$ cat src/rtl/array_drain_pkg.sv
// Shared systolic-array definitions: default array geometry and drain FSM states.
// Used by the scheduler and by array_drain / drain_fifo.
package array_drain_pkg;

  localparam int DEFAULT_MATRIX_SIZE = 2;
  localparam int DEFAULT_DATA_SIZE   = 32;
  localparam int DEFAULT_FIFO_DEPTH  = 4;

  typedef enum logic [1:0] {
    IDLE    = 2'd0,
    COLLECT = 2'd1,
    DONE    = 2'd2
  } drain_state_e;

  // Width of a row index able to hold 0..n (n = array dimension).
  function automatic int row_index_width(input int n);
    return $clog2(n) + 1;
  endfunction

endpackage

$ cat src/rtl/array_drain_fifo.sv
// drain_fifo: row buffer for array_drain. Power-of-two depth, wrapping pointers plus
// an occupancy count so full and empty are unambiguous. Read data is the head entry.
module drain_fifo
  import array_drain_pkg::*;
#(
  parameter int WIDTH = 8,
  parameter int DEPTH = DEFAULT_FIFO_DEPTH
) (
  input  logic             clk,
  input  logic             reset,
  input  logic             push_i,
  input  logic             pop_i,
  input  logic [WIDTH-1:0] wdata_i,
  output logic [WIDTH-1:0] rdata_o,
  output logic             full_o,
  output logic             empty_o
);

  localparam int AW = (DEPTH > 1) ? $clog2(DEPTH) : 1;

  logic [WIDTH-1:0] mem_q [DEPTH];
  logic [AW-1:0]    wr_ptr_q;
  logic [AW-1:0]    rd_ptr_q;
  logic [AW:0]      count_q;
  logic             do_push;
  logic             do_pop;

  assign empty_o = (count_q == '0);
  assign full_o  = (count_q == (AW+1)'(DEPTH));
  assign do_pop  = pop_i && !empty_o;
  // A push into a full buffer is legal only when the head leaves at the same edge.
  assign do_push = push_i && (!full_o || do_pop);
  assign rdata_o = mem_q[rd_ptr_q];

  always_ff @(posedge clk or posedge reset) begin
    if (reset) begin
      wr_ptr_q <= '0;
      rd_ptr_q <= '0;
      count_q  <= '0;
    end else begin
      if (do_push) wr_ptr_q <= wr_ptr_q + 1'b1;
      if (do_pop)  rd_ptr_q <= rd_ptr_q + 1'b1;
      count_q <= count_q + (AW+1)'(do_push) - (AW+1)'(do_pop);
    end
  end

  always_ff @(posedge clk) begin
    if (do_push) mem_q[wr_ptr_q] <= wdata_i;
  end

endmodule

$ cat src/rtl/array_drain.sv
// array_drain: de-skews the bottom PE row of the systolic array, buffers aligned result
// rows in drain_fifo and hands them out with ready/valid. Define ARRAY_DRAIN_RELU_EN for ReLU.
module array_drain
  import array_drain_pkg::*;
#(
  parameter int MATRIX_SIZE = DEFAULT_MATRIX_SIZE,
  parameter int DATA_SIZE   = DEFAULT_DATA_SIZE,
  parameter int FIFO_DEPTH  = DEFAULT_FIFO_DEPTH
) (
  input  logic                             clk,
  input  logic                             reset,
  input  logic                             start,
  input  logic [MATRIX_SIZE-1:0]           col_valid,
  input  logic [MATRIX_SIZE*DATA_SIZE-1:0] col_data,
  output logic                             out_valid,
  input  logic                             out_ready,
  output logic [MATRIX_SIZE*DATA_SIZE-1:0] out_data,
  output logic [$clog2(MATRIX_SIZE):0]     out_row,
  output logic                             done,
  output logic                             overflow,
  output logic                             skew_err
);

  localparam int N  = MATRIX_SIZE;
  localparam int DW = DATA_SIZE;
  localparam int RW = row_index_width(N);
  localparam int EW = N * DW + RW;

  logic [N-1:0]    dly_valid;
  logic [N*DW-1:0] dly_data;

  drain_state_e state_q, state_d;
  logic [RW-1:0] row_cnt_q, row_cnt_d;
  logic          overflow_q, overflow_d;
  logic          skew_q, skew_d;

  logic          push;
  logic          pop;
  logic          fifo_full;
  logic          fifo_empty;
  logic [EW-1:0] fifo_wdata;
  logic [EW-1:0] fifo_rdata;
  logic [RW-1:0] head_row;
  logic [N*DW-1:0] head_data;
  logic          all_v;
  logic          any_v;

  genvar gi;

  // Column j leaves the array j cycles after column 0, so it waits N-1-j stages.
  generate
    for (gi = 0; gi < N; gi++) begin : g_col
      localparam int STAGES = N - 1 - gi;
      if (STAGES == 0) begin : g_pass
        assign dly_valid[gi]         = col_valid[gi];
        assign dly_data[gi*DW +: DW] = col_data[gi*DW +: DW];
      end else begin : g_dly
        logic [STAGES-1:0] v_q;
        logic [DW-1:0]     d_q [STAGES];
        always_ff @(posedge clk or posedge reset) begin
          if (reset) begin
            v_q <= '0;
            for (int k = 0; k < STAGES; k++) d_q[k] <= '0;
          end else begin
            v_q[0] <= col_valid[gi];
            d_q[0] <= col_data[gi*DW +: DW];
            for (int k = 1; k < STAGES; k++) begin
              v_q[k] <= v_q[k-1];
              d_q[k] <= d_q[k-1];
            end
          end
        end
        assign dly_valid[gi]         = v_q[STAGES-1];
        assign dly_data[gi*DW +: DW] = d_q[STAGES-1];
      end
    end
  endgenerate

  assign all_v = &dly_valid;
  assign any_v = |dly_valid;
  assign pop   = out_valid && out_ready;

  assign fifo_wdata            = {row_cnt_q, dly_data};
  assign {head_row, head_data} = fifo_rdata;

  always_comb begin
    state_d    = state_q;
    row_cnt_d  = row_cnt_q;
    overflow_d = overflow_q;
    skew_d     = skew_q;
    push       = 1'b0;
    case (state_q)
      IDLE, DONE: begin
        if (start) begin
          state_d    = COLLECT;
          row_cnt_d  = '0;
          overflow_d = 1'b0;
          skew_d     = 1'b0;
        end
      end
      COLLECT: begin
        if (all_v) begin
          if (fifo_full && !pop) begin
            overflow_d = 1'b1;
          end else if (row_cnt_q != RW'(N)) begin
            push      = 1'b1;
            row_cnt_d = row_cnt_q + 1'b1;
          end
        end else if (any_v) begin
          skew_d = 1'b1;
        end
        // Rows leave in order, so the matrix is finished when the last index is popped.
        if (pop && head_row == RW'(N - 1)) state_d = DONE;
      end
      default: state_d = IDLE;
    endcase
  end

  always_ff @(posedge clk or posedge reset) begin
    if (reset) begin
      state_q    <= IDLE;
      row_cnt_q  <= '0;
      overflow_q <= 1'b0;
      skew_q     <= 1'b0;
    end else begin
      state_q    <= state_d;
      row_cnt_q  <= row_cnt_d;
      overflow_q <= overflow_d;
      skew_q     <= skew_d;
    end
  end

  drain_fifo #(
    .WIDTH (EW),
    .DEPTH (FIFO_DEPTH)
  ) u_fifo (
    .clk     (clk),
    .reset   (reset),
    .push_i  (push),
    .pop_i   (pop),
    .wdata_i (fifo_wdata),
    .rdata_o (fifo_rdata),
    .full_o  (fifo_full),
    .empty_o (fifo_empty)
  );

  // Outputs read as zero whenever nothing is buffered; the clamp sits after the buffer.
  generate
    for (gi = 0; gi < N; gi++) begin : g_out
      logic [DW-1:0] word;
      assign word = head_data[gi*DW +: DW];
`ifdef ARRAY_DRAIN_RELU_EN
      assign out_data[gi*DW +: DW] = (fifo_empty || word[DW-1]) ? '0 : word;
`else
      assign out_data[gi*DW +: DW] = fifo_empty ? '0 : word;
`endif
    end
  endgenerate

  assign out_valid = !fifo_empty;
  assign out_row   = fifo_empty ? '0 : head_row;
  assign done      = (state_q == DONE);
  assign overflow  = overflow_q;
  assign skew_err  = skew_q;

endmodule

$ cat config.mk
export PLATFORM = sky130hd
export DESIGN_NAME = array_drain
export DESIGN_NICKNAME = d
export VERILOG_FILES = /design/src/rtl/array_drain_pkg.sv /design/src/rtl/array_drain_fifo.sv /design/src/rtl/array_drain.sv
export SDC_FILE = /design/constraint.sdc
export NUM_CORES = 1
export LEC_CHECK = 0
export BUFFER_PORTS_ARGS = -buffer_cell sky130_fd_sc_hd__buf_2
export CAP_MARGIN = 20
export CORE_MARGIN = 3
export CORE_UTILIZATION = 30
export CTS_CLUSTER_DIAMETER = 80
export DETAILED_ROUTE_END_ITERATION = 8
export GPL_TIMING_DRIVEN = 0
export PLACE_DENSITY = 0.51
export SLEW_MARGIN = 30
export SYNTH_ARGS = -nofsm -noshare
export SYNTH_HDL_FRONTEND = slang
export SYNTH_SLANG_ARGS = --single-unit
$ cat constraint.sdc
create_clock -name clk -period 8.2 [get_ports clk]
set_clock_uncertainty 0.1 [all_clocks]
set_input_delay 1.64 -clock clk [delete_from_list [all_inputs] [get_ports clk]]
set_output_delay 1.64 -clock clk [all_outputs]
set_load 0.1 [all_outputs]
Word-level counts from Yosys, hierarchy flattened
Memory sizes are Yosys's and may differ from the RTL's.
Cells that the tools add are included.

word-level totals
  flip-flop bits (word level) = 46
  RAM bits = 264
  output and inout port bits = 70
  memories = 1

cells by class
  add/subtract/negate cells = 5
  equal/unequal tests = 13
  muxes and demuxes = 24
  reductions and logical operators = 19

memory list
  name          depth  width  read ports  clocked after memory_dff  wr ports  line                    source
  u_fifo.mem_q  4      66     1           0                         1         array_drain_fifo.sv:21  logic [WIDTH-1:0] mem_q [DEPTH];

operators by type and width
  operator                                                          number
  32-bit two-way mux                                                2
  2-bit != test (second input constant)                             9
  2-bit two-way mux                                                 7
  1-bit two-way mux                                                 11
  2-bit case mux with 2 select lines                                2
  4-bit AND reduction                                               2
  2-bit by 1-bit adder with 2-bit output (second input constant)    3
  1-bit logical AND                                                 5
  5-bit AND reduction                                               1
  2-bit by 1-bit == test with 1-bit output (second input constant)  2
  1-bit case mux with 2 select lines                                2
  2-bit AND reduction                                               2
  2-bit OR reduction                                                2
  3-bit by 1-bit adder with 3-bit output                            1
  3-bit == test (second input constant)                             1
  1-bit logical NOT                                                 3
  3-bit logical NOT                                                 1
  3-bit by 1-bit subtractor with 3-bit output                       1
  2-bit == test (second input constant)                             1
  2-bit logical NOT                                                 1
  2-bit nonzero test                                                1
  1-bit logical OR                                                  1

Longest topological paths before layout
  depth after elaboration = 11
  mapped depth = 7
  depth with buffers taken out = 7

Cells and area by module
From an unflattened synthesis, not the netlist that was laid out.

unflattened totals
  cells, all modules = 527
  area total of the unflattened synthesis = 11,608.6 um^2

by module, submodules not included
  module       times used  cells each  area an instance (um^2)
  drain_fifo   1           381         9,968.3
  array_drain  1           146         1,640.3

Worst setup path before layout
OpenSTA, ideal clock, no wires.

  path type = input -> register
  from = input port col_valid[1]
  to = memory u_fifo.mem_q[0][0] (netlist name) (enable)
  library setup time = 0.431 ns
  data arrival time = 3.824 ns
  data required time = 7.669 ns
  path slack = 3.845 ns
  stages = 3
  path buffers = 0
  cells stage by stage = and2_1 > nor4b_4 > and2_1

between the ends
  word-level cells in the longest chain between the ends = 6

ends and longest elaborated chain
  what                                     line                    source
  start, declared                          array_drain.sv:13       input logic [MATRIX_SIZE-1:0] col_valid,
  2-bit AND reduction                      array_drain.sv:79       assign all_v = &dly_valid;
  1-bit two-way mux                        array_drain.sv:102      if (all_v) begin
  1-bit two-way mux                        array_drain.sv:92       case (state_q)
  1-bit logical AND                        array_drain_fifo.sv:32  assign do_push = push_i && (!full_o || do_pop);
  named net u_fifo.do_push                 array_drain_fifo.sv:25  logic do_push;
  1-bit two-way mux                        array_drain_fifo.sv:48  if (do_push) mem_q[wr_ptr_q] <= wdata_i;
  1-bit two-way mux (implied by the code)  array_drain_fifo.sv:48
  end, declared                            array_drain_fifo.sv:21

The timed path passes the listed nets, and every way through them passes these cells.

Worst setup path after layout
  from = register u_fifo.count_q[1]
  to = output port out_data[52]

between the ends
  word-level cells in the longest chain between the ends = 2

ends and longest elaborated chain
  what                    line                    source
  start, declared         array_drain_fifo.sv:24  logic [AW:0] count_q;
  start signal, assigned  array_drain_fifo.sv:43  count_q <= count_q + (AW+1)'(do_push) - (AW+1)'(do_pop);
  3-bit logical NOT       array_drain_fifo.sv:28  assign empty_o = (count_q == '0);
  32-bit two-way mux      array_drain.sv:155      assign out_data[gi*DW +: DW] = fifo_empty ? '0 : word;
  end, declared           array_drain.sv:17       output logic [MATRIX_SIZE*DATA_SIZE-1:0] out_data,

No other way between the ends.

==> key figures <==
Routing
  • Vias per inst: 4.36
  • Remaining DRCs: 0
  • Iteration-0 DRC count of the detailed router: 245
  • DRT Wirelength: 23.8 mm
  • Drt wl/cell: 19.3 um
  • Vias: 5375
  • DRT antenna net count: 0
  • TritonRoute pass-1 iters: 5

Clock network
  • Reg clk slew, reported paths: 0.05 ns
  • CTS max path bufs: 3
  • Cts repair resizes: 0
  • CTS Hold Bufs: 0
  • CTS tree: built
  • CTS H-tree depth: 2
  • Sink Count: 310
  • Root Buffer: clkbuf_16
  • Post-CTS Setup Inserts: 0
  • Worst skew pair latency: 0.50 ns
  • Num CTS Buffers: 36

Global routing
  • GRT overflow: 0
  • Vias in the first global route: 6115
  • Gr usage total: 0.118
  • First-pass GRT wire length: 36.6 mm
  • Largest net degree at the start of global routing: 37
  • Initial antenna violation count: 0

Timing
  • RSZ-0062 raised after global routing: no
  • Setup-failing EPs final: 0
  • Setup tns final: 0 ns
  • Final worst path period share: 0.548
  • Max Freq: 222 MHz
  • Final Max Slew Viols: 0
  • Worst Tran Pin Value: 0.717 ns
  • Minimum clock period: 4.50 ns
  • Fin. Hold Viols: 0
  • Slew headroom: 0.522

Worst setup path
  • Worst setup EP type: output port
  • WP buf/inv: 4
  • Critical Path AT: 2.76 ns
  • Setup crit start kind: flip-flop
  • CP delay by family, top: buffers and inverters
  • Worst Path Required: 6.46 ns
  • Worst-path fanout max: 10
  • Max stage delay on crit path: 0.46 ns
  • CP max-delay cell: clkbuf_1
  • CP Cell Sequence: nor3_2, inv_1, clkbuf_1, clkbuf_1, and2_1, buf_2
  • Cell mode on critical path: clkbuf_1
  • Crit path kind: reg -> out

Floorplanning
  • Core ar.: 0.0378 mm^2
  • Core Rows: 71
  • Die area: 0.0410 mm^2
  • Initial Util: 0.306
  • I/O Pins: 140
  • Overall die height: 202 um
  • Die X: 202 um

Layout
  • Fill count: 3517
  • Diode count: 0
  • Proportion of layout cells with a drive suffix above 1: 0.399
  • Nets: 775
  • Most common cell after layout, fill and taps aside: edfxtp_1
  • Area Overhead vs Synth: 22.8%
  • Most frequent cells in the layout: 264 x edfxtp_1, 147 x buf_2, 67 x and2_1

Yosys
  • Yosys reg bits: 310
  • Synth area leaders: edfxtp_1 68%, mux4_2 13%, dfrtp_1 9.9%
  • Largest family of logic cells by synthesized area: multiplexers
  • Cells after Synth: 514
  • Mean area per synthesized cell: 22.5 um^2
  • Syn_nets: 592
  • Cell area after synthesis: 0.0116 mm^2
  • Synthesis Warnings: 0
  • Unique masters post-synth: 29
  • Compound-cell area share of the yosys netlist: 0.00346
  • Simple logic cell fraction of the synthesized area: 0.0482
  • Synth Area in Adders: 0.00930
  • Synth top area share: 0.685
  • Sequential element share of the synthesized area: 0.784
  • Cell accounting for the most synthesized area: edfxtp_1
  • Mux cell area share after synthesis: 0.131
  • Post-synthesis xor/xnor area fraction: 0.00454

Place
  • Port bufs: 139
  • RePlAce Congestion: 0.662
  • DP HPWL: 15.1 mm

Run
  • MaxCap Viol Count: 0

Outcome
  • Run status: finished, final reports clean

Min path
  • Hold crit path type: reg -> reg
per-layer routing:
metal | GRT usage | share of wire
met4 | 0.0324 | 0.021
met3 | 0.0303 | 0.051
met1 | 0.154 | 0.44
met2 | 0.197 | 0.49
met5 | 0 | 0
cells in the mapped netlist (all sizes together):
library cell,count
edfxtp,264
and2,71
mux4,66
dfrtp,46
buf,15
inv,11
clkbuf,7
ha,7
xnor2,4
nor4b,3
a22o,2
mux2i,2
nand2,2
nand2b,2
nor2b,2
xor2,2
a32o,1
fa,1
mux2,1
nand3,1
nor2,1
nor3,1
o21ai,1
o21bai,1
sequential cells by signal, summed over array words and instances, names as in the netlist:
register         count
skew_err             1
u_fifo.mem_q       264
u_fifo.rd_ptr_q      2
overflow             1
row_cnt_q            2
g_col.g_dly.v_q      1
g_col.g_dly.d_q     32
state_q              2
u_fifo.count_q       3
u_fifo.wr_ptr_q      2
cells by family (layout without fill, tap and decap cells):
group / count (synthesis) / in the layout
XOR/XNOR: 6 / 6
multiplexers: 69 / 69
buffers and inverters: 33 / 241
adder cells (fa/ha/maj): 8 / 8
AO/OA/AOI/OAI: 5 / 5
AND/OR/NAND/NOR: 83 / 83
flip-flops: 310 / 310
worst register-to-register path, cell delays in order, from the launching register on:
cell	delay, ns
dfrtp_1	0.45
inv_1	0.07
ha_1	0.23
nor4b_4	0.61
and2_4	0.62
buf_16	0.32
area by class of cell:
| cell class | count | area (um^2) | area share |
|---|---|---|---|
| clock inverter | 15 | 159 | 0.0112 |
| tap | 511 | 639 | 0.0450 |
| clock buffer | 48 | 987 | 0.0695 |
| multi-input combinational | 171 | 2290 | 0.161 |
| inverter | 11 | 43.8 | 0.00308 |
| timing repair buffer | 145 | 838 | 0.0590 |
| buffer | 22 | 176 | 0.0124 |
| sequential | 310 | 9080 | 0.639 |
worst paths after layout:
| path | cells past startpoint | slack [ns] | endpoint | from |
|---|---|---|---|---|
| setup / recovery | 6 | 3.70 | out_data[52] | u_fifo.count_q[1] |
| hold / removal | 0 | 0.39 | u_fifo.mem_q[1][20] | g_col[0].g_dly.d_q[20] |
| setup reg to reg | 5 | 5.45 | u_fifo.mem_q[0][40] | row_cnt_q[0] |
| hold reg to reg | 0 | 0.39 | u_fifo.mem_q[1][20] | g_col[0].g_dly.d_q[20] |
| max in group asynchronous | 3 | 6.54 | g_col[0].g_dly.d_q[19] | reset |
| min in group asynchronous | 2 | 0.97 | g_col[0].g_dly.d_q[12] | reset |
stage by stage:
step | hold WS (ns) | util | instances | area [um^2] | worst slack, ns
floorplan | 0.355 | - | 514 | 11600 | 3.85
global placement | 0.363 | 0.341 | 1164 | 12900 | 2.23
detailed placement | 0.375 | 0.345 | 1170 | 13100 | 4.08
CTS | 0.387 | 0.376 | 1233 | 14200 | 3.52
global route | 0.401 | 0.376 | 1233 | 14200 | 3.40
finish | 0.386 | 0.376 | 1233 | 14200 | 3.70
Power is left out: the tool's default activity adds up to more than one toggle a clock period on the data nets, which glitch-free logic cannot reach.
